<file path="src/rtl/ittage_bank_sram_ctrl.sv">
// RW0 port controller for the 128x76 ITTAGE bank SRAM: zeroing sweep after reset, then
// write-priority arbitration of read/write requests. Read-starvation guard: ITTAGE_SRAM_RD_STARVE_EN.
module ittage_bank_sram_ctrl #(
  parameter int DEPTH        = 128,
  parameter int ADDR_W       = 7,
  parameter int DATA_W       = 76,
  parameter int STARVE_LIMIT = 4
) (
  input  logic              clk,
  input  logic              rst_n,
  input  logic              rd_req_valid,
  output logic              rd_req_ready,
  input  logic [ADDR_W-1:0] rd_req_addr,
  output logic              rd_resp_valid,
  output logic [DATA_W-1:0] rd_resp_data,
  input  logic              wr_req_valid,
  output logic              wr_req_ready,
  input  logic [ADDR_W-1:0] wr_req_addr,
  input  logic [DATA_W-1:0] wr_req_mask,
  input  logic [DATA_W-1:0] wr_req_data,
  output logic              init_done,
  output logic [ADDR_W-1:0] sram_addr,
  output logic              sram_en,
  output logic              sram_wmode,
  output logic [DATA_W-1:0] sram_wmask,
  output logic [DATA_W-1:0] sram_wdata,
  input  logic [DATA_W-1:0] sram_rdata
);

  // state   | meaning
  // ST_INIT | zeroing sweep, one entry per cycle, requests blocked
  // ST_RUN  | arbitrating requests onto the single port
  typedef enum logic {ST_INIT, ST_RUN} state_t;

  localparam logic [ADDR_W-1:0] LAST_ADDR = ADDR_W'(DEPTH - 1);

  state_t            state, state_nxt;
  logic [ADDR_W-1:0] init_cnt;
  logic [DATA_W-1:0] hold_q;
  logic              force_rd;
  logic              rd_fire, wr_fire;

  assign rd_fire   = rd_req_valid & rd_req_ready;
  assign wr_fire   = wr_req_valid & wr_req_ready;
  assign init_done = (state == ST_RUN);

`ifdef ITTAGE_SRAM_RD_STARVE_EN
  localparam int SC_W = $clog2(STARVE_LIMIT + 1);
  localparam logic [SC_W-1:0] SC_LIMIT = SC_W'(STARVE_LIMIT);

  logic [SC_W-1:0] starve_cnt;

  assign force_rd = (state == ST_RUN) && (starve_cnt == SC_LIMIT);

  always_ff @(posedge clk or negedge rst_n) begin
    if (!rst_n) begin
      starve_cnt <= '0;
    end else if (rd_fire) begin
      starve_cnt <= '0;
    end else if ((state == ST_RUN) && rd_req_valid && wr_fire && (starve_cnt != SC_LIMIT)) begin
      starve_cnt <= starve_cnt + 1'b1;
    end
  end
`else
  logic [31:0] unused_starve_limit;
  assign unused_starve_limit = 32'(STARVE_LIMIT);
  assign force_rd = 1'b0;
`endif

  always_ff @(posedge clk or negedge rst_n) begin
    if (!rst_n) begin
      state    <= ST_INIT;
      init_cnt <= '0;
    end else begin
      state <= state_nxt;
      if (state == ST_INIT) init_cnt <= init_cnt + 1'b1;
    end
  end

  always_comb begin
    state_nxt    = state;
    rd_req_ready = 1'b0;
    wr_req_ready = 1'b0;
    sram_en      = 1'b0;
    sram_wmode   = 1'b0;
    sram_addr    = rd_req_addr;
    sram_wmask   = '0;
    sram_wdata   = '0;
    case (state)
      ST_INIT: begin
        sram_en    = 1'b1;
        sram_wmode = 1'b1;
        sram_addr  = init_cnt;
        sram_wmask = '1;
        if (init_cnt == LAST_ADDR) state_nxt = ST_RUN;
      end
      ST_RUN: begin
        wr_req_ready = !force_rd;
        rd_req_ready = force_rd | !wr_req_valid;
        if (wr_req_valid && !force_rd) begin
          sram_en    = 1'b1;
          sram_wmode = 1'b1;
          sram_addr  = wr_req_addr;
          sram_wmask = wr_req_mask;
          sram_wdata = wr_req_data;
        end else if (rd_req_valid) begin
          sram_en = 1'b1;
        end
      end
      default: state_nxt = ST_INIT;
    endcase
  end

  // The array presents read data for a single cycle; the hold register keeps it afterwards.
  always_ff @(posedge clk or negedge rst_n) begin
    if (!rst_n) begin
      rd_resp_valid <= 1'b0;
      hold_q        <= '0;
    end else begin
      rd_resp_valid <= rd_fire;
      if (rd_resp_valid) hold_q <= sram_rdata;
    end
  end

  assign rd_resp_data = rd_resp_valid ? sram_rdata : hold_q;

endmodule

</file>
<file path="config.mk">
export PLATFORM = sky130hd
export DESIGN_NAME = ittage_bank_sram_ctrl
export DESIGN_NICKNAME = d
export VERILOG_FILES = /design/src/rtl/ittage_bank_sram_ctrl.sv
export SDC_FILE = /design/constraint.sdc
export NUM_CORES = 1
export LEC_CHECK = 0
export ABC_AREA = 1
export BUFFER_PORTS_ARGS = -buffer_cell sky130_fd_sc_hd__buf_2
export CORE_AREA = 4 4 189 191
export CTS_BUF_LIST = sky130_fd_sc_hd__clkbuf_4 sky130_fd_sc_hd__clkbuf_8 sky130_fd_sc_hd__clkbuf_16
export DETAILED_ROUTE_END_ITERATION = 7
export DIE_AREA = 0 0 193 195
export SLEW_MARGIN = 20
export SYNTH_ARGS = -nofsm -noshare
export SYNTH_HDL_FRONTEND = slang
export SYNTH_SLANG_ARGS = --single-unit
</file>
<file path="constraint.sdc">
create_clock -name clk -period 1.6 [get_ports clk]
set_clock_uncertainty 0.1 [all_clocks]
set_input_delay 0.24 -clock clk [delete_from_list [all_inputs] [get_ports clk]]
set_output_delay 0.24 -clock clk [all_outputs]
set_load 0.05 [all_outputs]
</file>
==> summary.md <==
| Metric | Value |
|---|---|
| Area of the mapped netlist | around 0.0048 sq mm |
| Max Clk Rate | 498 MHz |
| Arithmetic-cell share of the synthesized area counting full adders, half adders and majority gates | 0.00259 |
| Main combinational cell family by area after synthesis | simple AND/OR/NAND/NOR gates |
| Number of global-route vias before repair | between 6000 and 7000 |
| Clock tree from TritonCTS | yes |
| Synth cell types | 18 |
| DP HPWL | 18400 um |
| RSZ-0062 raised after global routing | yes |
| Xor and xnor area share after synthesis | 0.00181 |
| Post-synthesis net count | between 800 and 900 |
| Pin count of the biggest net entering global routing | 52 |
| Global-route wire length before repair | roughly 34000 um |
| HP Start | sram_rdata[61] |
| Prevailing post-synth register cell | sky130_fd_sc_hd__dfrtp_1 |
| Final std cells w/o fill | 1607 |
| Data arrival time of the critical path | approximately 1.7 ns |
| Routed WL per cell | 15.2 um |
| Mux contribution to synthesized area | 0.208 |
| Worst min-delay path endpoint | hold_q[61] |
| Cell type contributing the most total cell area after synthesis | sky130_fd_sc_hd__dfrtp_1 |
| Number of antenna violations at the first check in global routing | 4 |
| FF-to-FF Start | rd_resp_valid |
| Final Hold Fails | 0 |
| Clock network fraction of total power | 0.413 |
| Skew-Pair Late Insertion Delay | 0.34 ns |
| Global-route usage over all layers | 0.115 |
| Critical path class | reg -> out |
| Global route total overflow | 0 |
| Pre-CTS setup slack | -0.103 ns |
| Die Footprint | 0.0376 sq mm |
| Cell area power density | 478 mW/mm^2 |
| Synth Area in Compound Gates | 0.0104 |
| Post-synthesis register bit count | 85 |
| I/O pin cnt | about 490 |
| Largest cells by area after synthesis | sky130_fd_sc_hd__dfrtp_1 (44%), sky130_fd_sc_hd__nand2_1 (14%), sky130_fd_sc_hd__mux2_4 (12%) |
| Net switching power | approximately 0.0016 W |
| Count of warnings emitted by yosys | 0 |
| Final wirelength | between 20000 and 25000 um |
| Via density | about 3.7 |
| Root cell of the clock tree | sky130_fd_sc_hd__clkbuf_16 |
| Startpoint class of the critical path | flip-flop |
| Initial standard-cell utilization of the core | 0.142 |
| Post-layout net count | 1394 |
| Final antenna diode count | 0 |
| Worst max-slew margin expressed relative to the limit | 0.722 |
| Share of the synthesized area in the top cell type | 0.440 |
| Fraction of power spent switching nets | 0.273 |
| Final period utilization | 1.26 |
| Number of enable flip-flop cells after synthesis | 0 |
| Hold/Removal Path Class | in -> reg |
| Static Leak | roughly 6.3 nW |
| Worst supply voltage drop on vdd | roughly 0.57 mV |
| Most numerous cell in the Yosys netlist | sky130_fd_sc_hd__nand2_1 |
| Initial DRC count | 190 |
| Clock period minus worst slack | around 2 ns |
| Outcome | complete, but fails checks |
| Clock buffers created by TritonCTS | 9 |
| TritonCTS Sinks | 85 |
| Clock-pin slew on the worst setup and hold paths | 0.08 ns |
| Reg-to-reg setup timing slack | -0.14 ns |
| Portion of total power attributed to combinational logic | 0.213 |
| Number of standard cells after synthesis | 573 |
| Fraction of final layout cells sized beyond drive strength 1 | 0.741 |
| Slew at the pin closest to its max-slew limit | between 0.4 and 0.5 ns |
| Area delta synth->final | 159% |
| Portion of the post-synthesis area used by sequential elements | 0.440 |
| Max Root-Sink Buffers | 2 |
| Post-detailed-route count of antenna-violating nets | 0 |
| Power Internal | ~0.0044 W |
| Rows | 68 |
| Post-Place Cells | 1540 |
| Least setup slack across all paths after layout | -0.410 ns |
| Launching element of the worst setup path | rd_resp_valid |
| Core area | 0.0341 sq mm |
| Height of the chip | 195 um |
| Biggest fanout along the worst timing path | 8 |
| Number of stages on the worst hold path | 2 |
| Data required time at the worst endpoint | between 1 and 1.5 ns |
| Violations in the final reports | setup timing |
| List of most frequent post-synthesis cells | sky130_fd_sc_hd__nand2_1 (184), sky130_fd_sc_hd__inv_1 (87), sky130_fd_sc_hd__dfrtp_1 (85) |
| DIE WIDTH | 193 um |
| # DRC | 0 |
| Cells on worst reg2reg path | 6 |
| CTS H-Tree Depth | 3 |
| End of the worst register-to-register path | hold_q[74] |
| Routability congestion estimate from global placement | 0.854 |
| Count of input and output buffers | 486 |
| Max-slew violation count | 0 |
| Fraction of registers with async set/reset | 1.00 |
| First drt pass iteration count | 4 |
| Part of the total power dissipated in sequential elements | 0.374 |
| Setup-failing EPs final | 250 |
| Average footprint of a synthesized cell | 8.43 sq um |
| Total via count after detailed routing | 5983 |
| Critical Path Sink Type | primary output |
| Simple logic cell fraction of the synthesized area | 0.220 |
| Max-cap violations | 0 |
## final cells by class
type	count	area, sq um
inverter	88	347
sequential	85	2130
fill	3270	21600
tap	455	569
timing repair buffer	599	5940
clock buffer	10	233
clock inverter	6	119
multi-input combinational	364	3200
## layout by cell type, fill, tap and decap left out, drive strengths merged
cell type,n
buf,592
bufinv,3
clkbuf,16
clkinv,1
clkinvlp,1
dfrtp,85
dlygate4sd3,1
ha,1
inv,89
mux2,76
nand2,185
nand3,8
nor2,85
o211ai,4
o21ai,4
xor2,1
## state kept, by name (all words and copies together), names as in the netlist
name / flops
rd_resp_valid: 1
init_done: 1
hold_q: 76
init_cnt: 7
## kinds of logic after synthesis
family,count (synthesis)
xor+xnor,1
mux,76
buf+inv,124
flops,85
compound gates,8
simple gates,278
fa+ha+maj,1
## worst max path at each step
stage,slack (ns),cells past startpoint,end
5_1_grt,-0.49,5,sram_addr[4]
6_report,-0.41,4,rd_resp_data[74]
4_1_cts,-0.42,4,rd_resp_data[44]
3_3_place_gp,-0.1,5,sram_wdata[73]
2_1_floorplan,-0.51,6,sram_addr[0]
3_5_place_dp,-0.10,5,sram_wdata[73]
## worst max-delay path, stage by stage (launching register included)
cell,delay (ns)
sky130_fd_sc_hd__dfrtp_4,0.52
sky130_fd_sc_hd__buf_12,0.16
sky130_fd_sc_hd__buf_12,0.14
sky130_fd_sc_hd__mux2_4,0.33
sky130_fd_sc_hd__buf_8,0.16
## per-layer routing
layer  up-vias  global-route usage  part of all wire
li1       2861                   -                 -
met1      2814               0.130              0.36
met5         -                   0            0.0017
met3        25              0.0402             0.089
met2       277               0.210              0.54
met4         6              0.0189             0.011
## metrics by stage
step | instance area [sq um] | utilization | hold WS [ns] | setup TNS (ns) | power (W)
detailed placement | 9590 | 0.281 | 0.0973 | -5.99 | 0.00338
floorplan | 5960 | - | -0.156 | -14.58 | 0.00287
CTS | 11500 | 0.336 | 0.0145 | -80.99 | 0.00607
global placement | 9590 | 0.281 | 0.105 | -4.85 | 0.00336
finish | 12500 | 0.368 | 0.0449 | -81.07 | 0.00599
global route | 12500 | 0.368 | 0.0198 | -95.76 | 0.00629
## power groups by stage
stage / sequential (W) / combinational [W] / clock (W)
after floorplan: 0.00227 / 0.000592 / 0
after global placement: 0.00228 / 0.00108 / 0
after detailed placement: 0.00228 / 0.00110 / 0
after CTS: 0.00224 / 0.00125 / 0.00258
after global routing: 0.00225 / 0.00137 / 0.00268
final: 0.00224 / 0.00128 / 0.00248
## what timing repair did
item / in CTS / in global routing
hold buffers: 1 / 0
hold endpoints to repair: 21 / 0
pin swaps: 4 / 12
gates cloned: 4 / 5
endpoints found under the setup margin: 241 / 252
gates resized for setup: 374 / 306
setup buffers: 25 / 27
(Power assumes the default switching activity.)
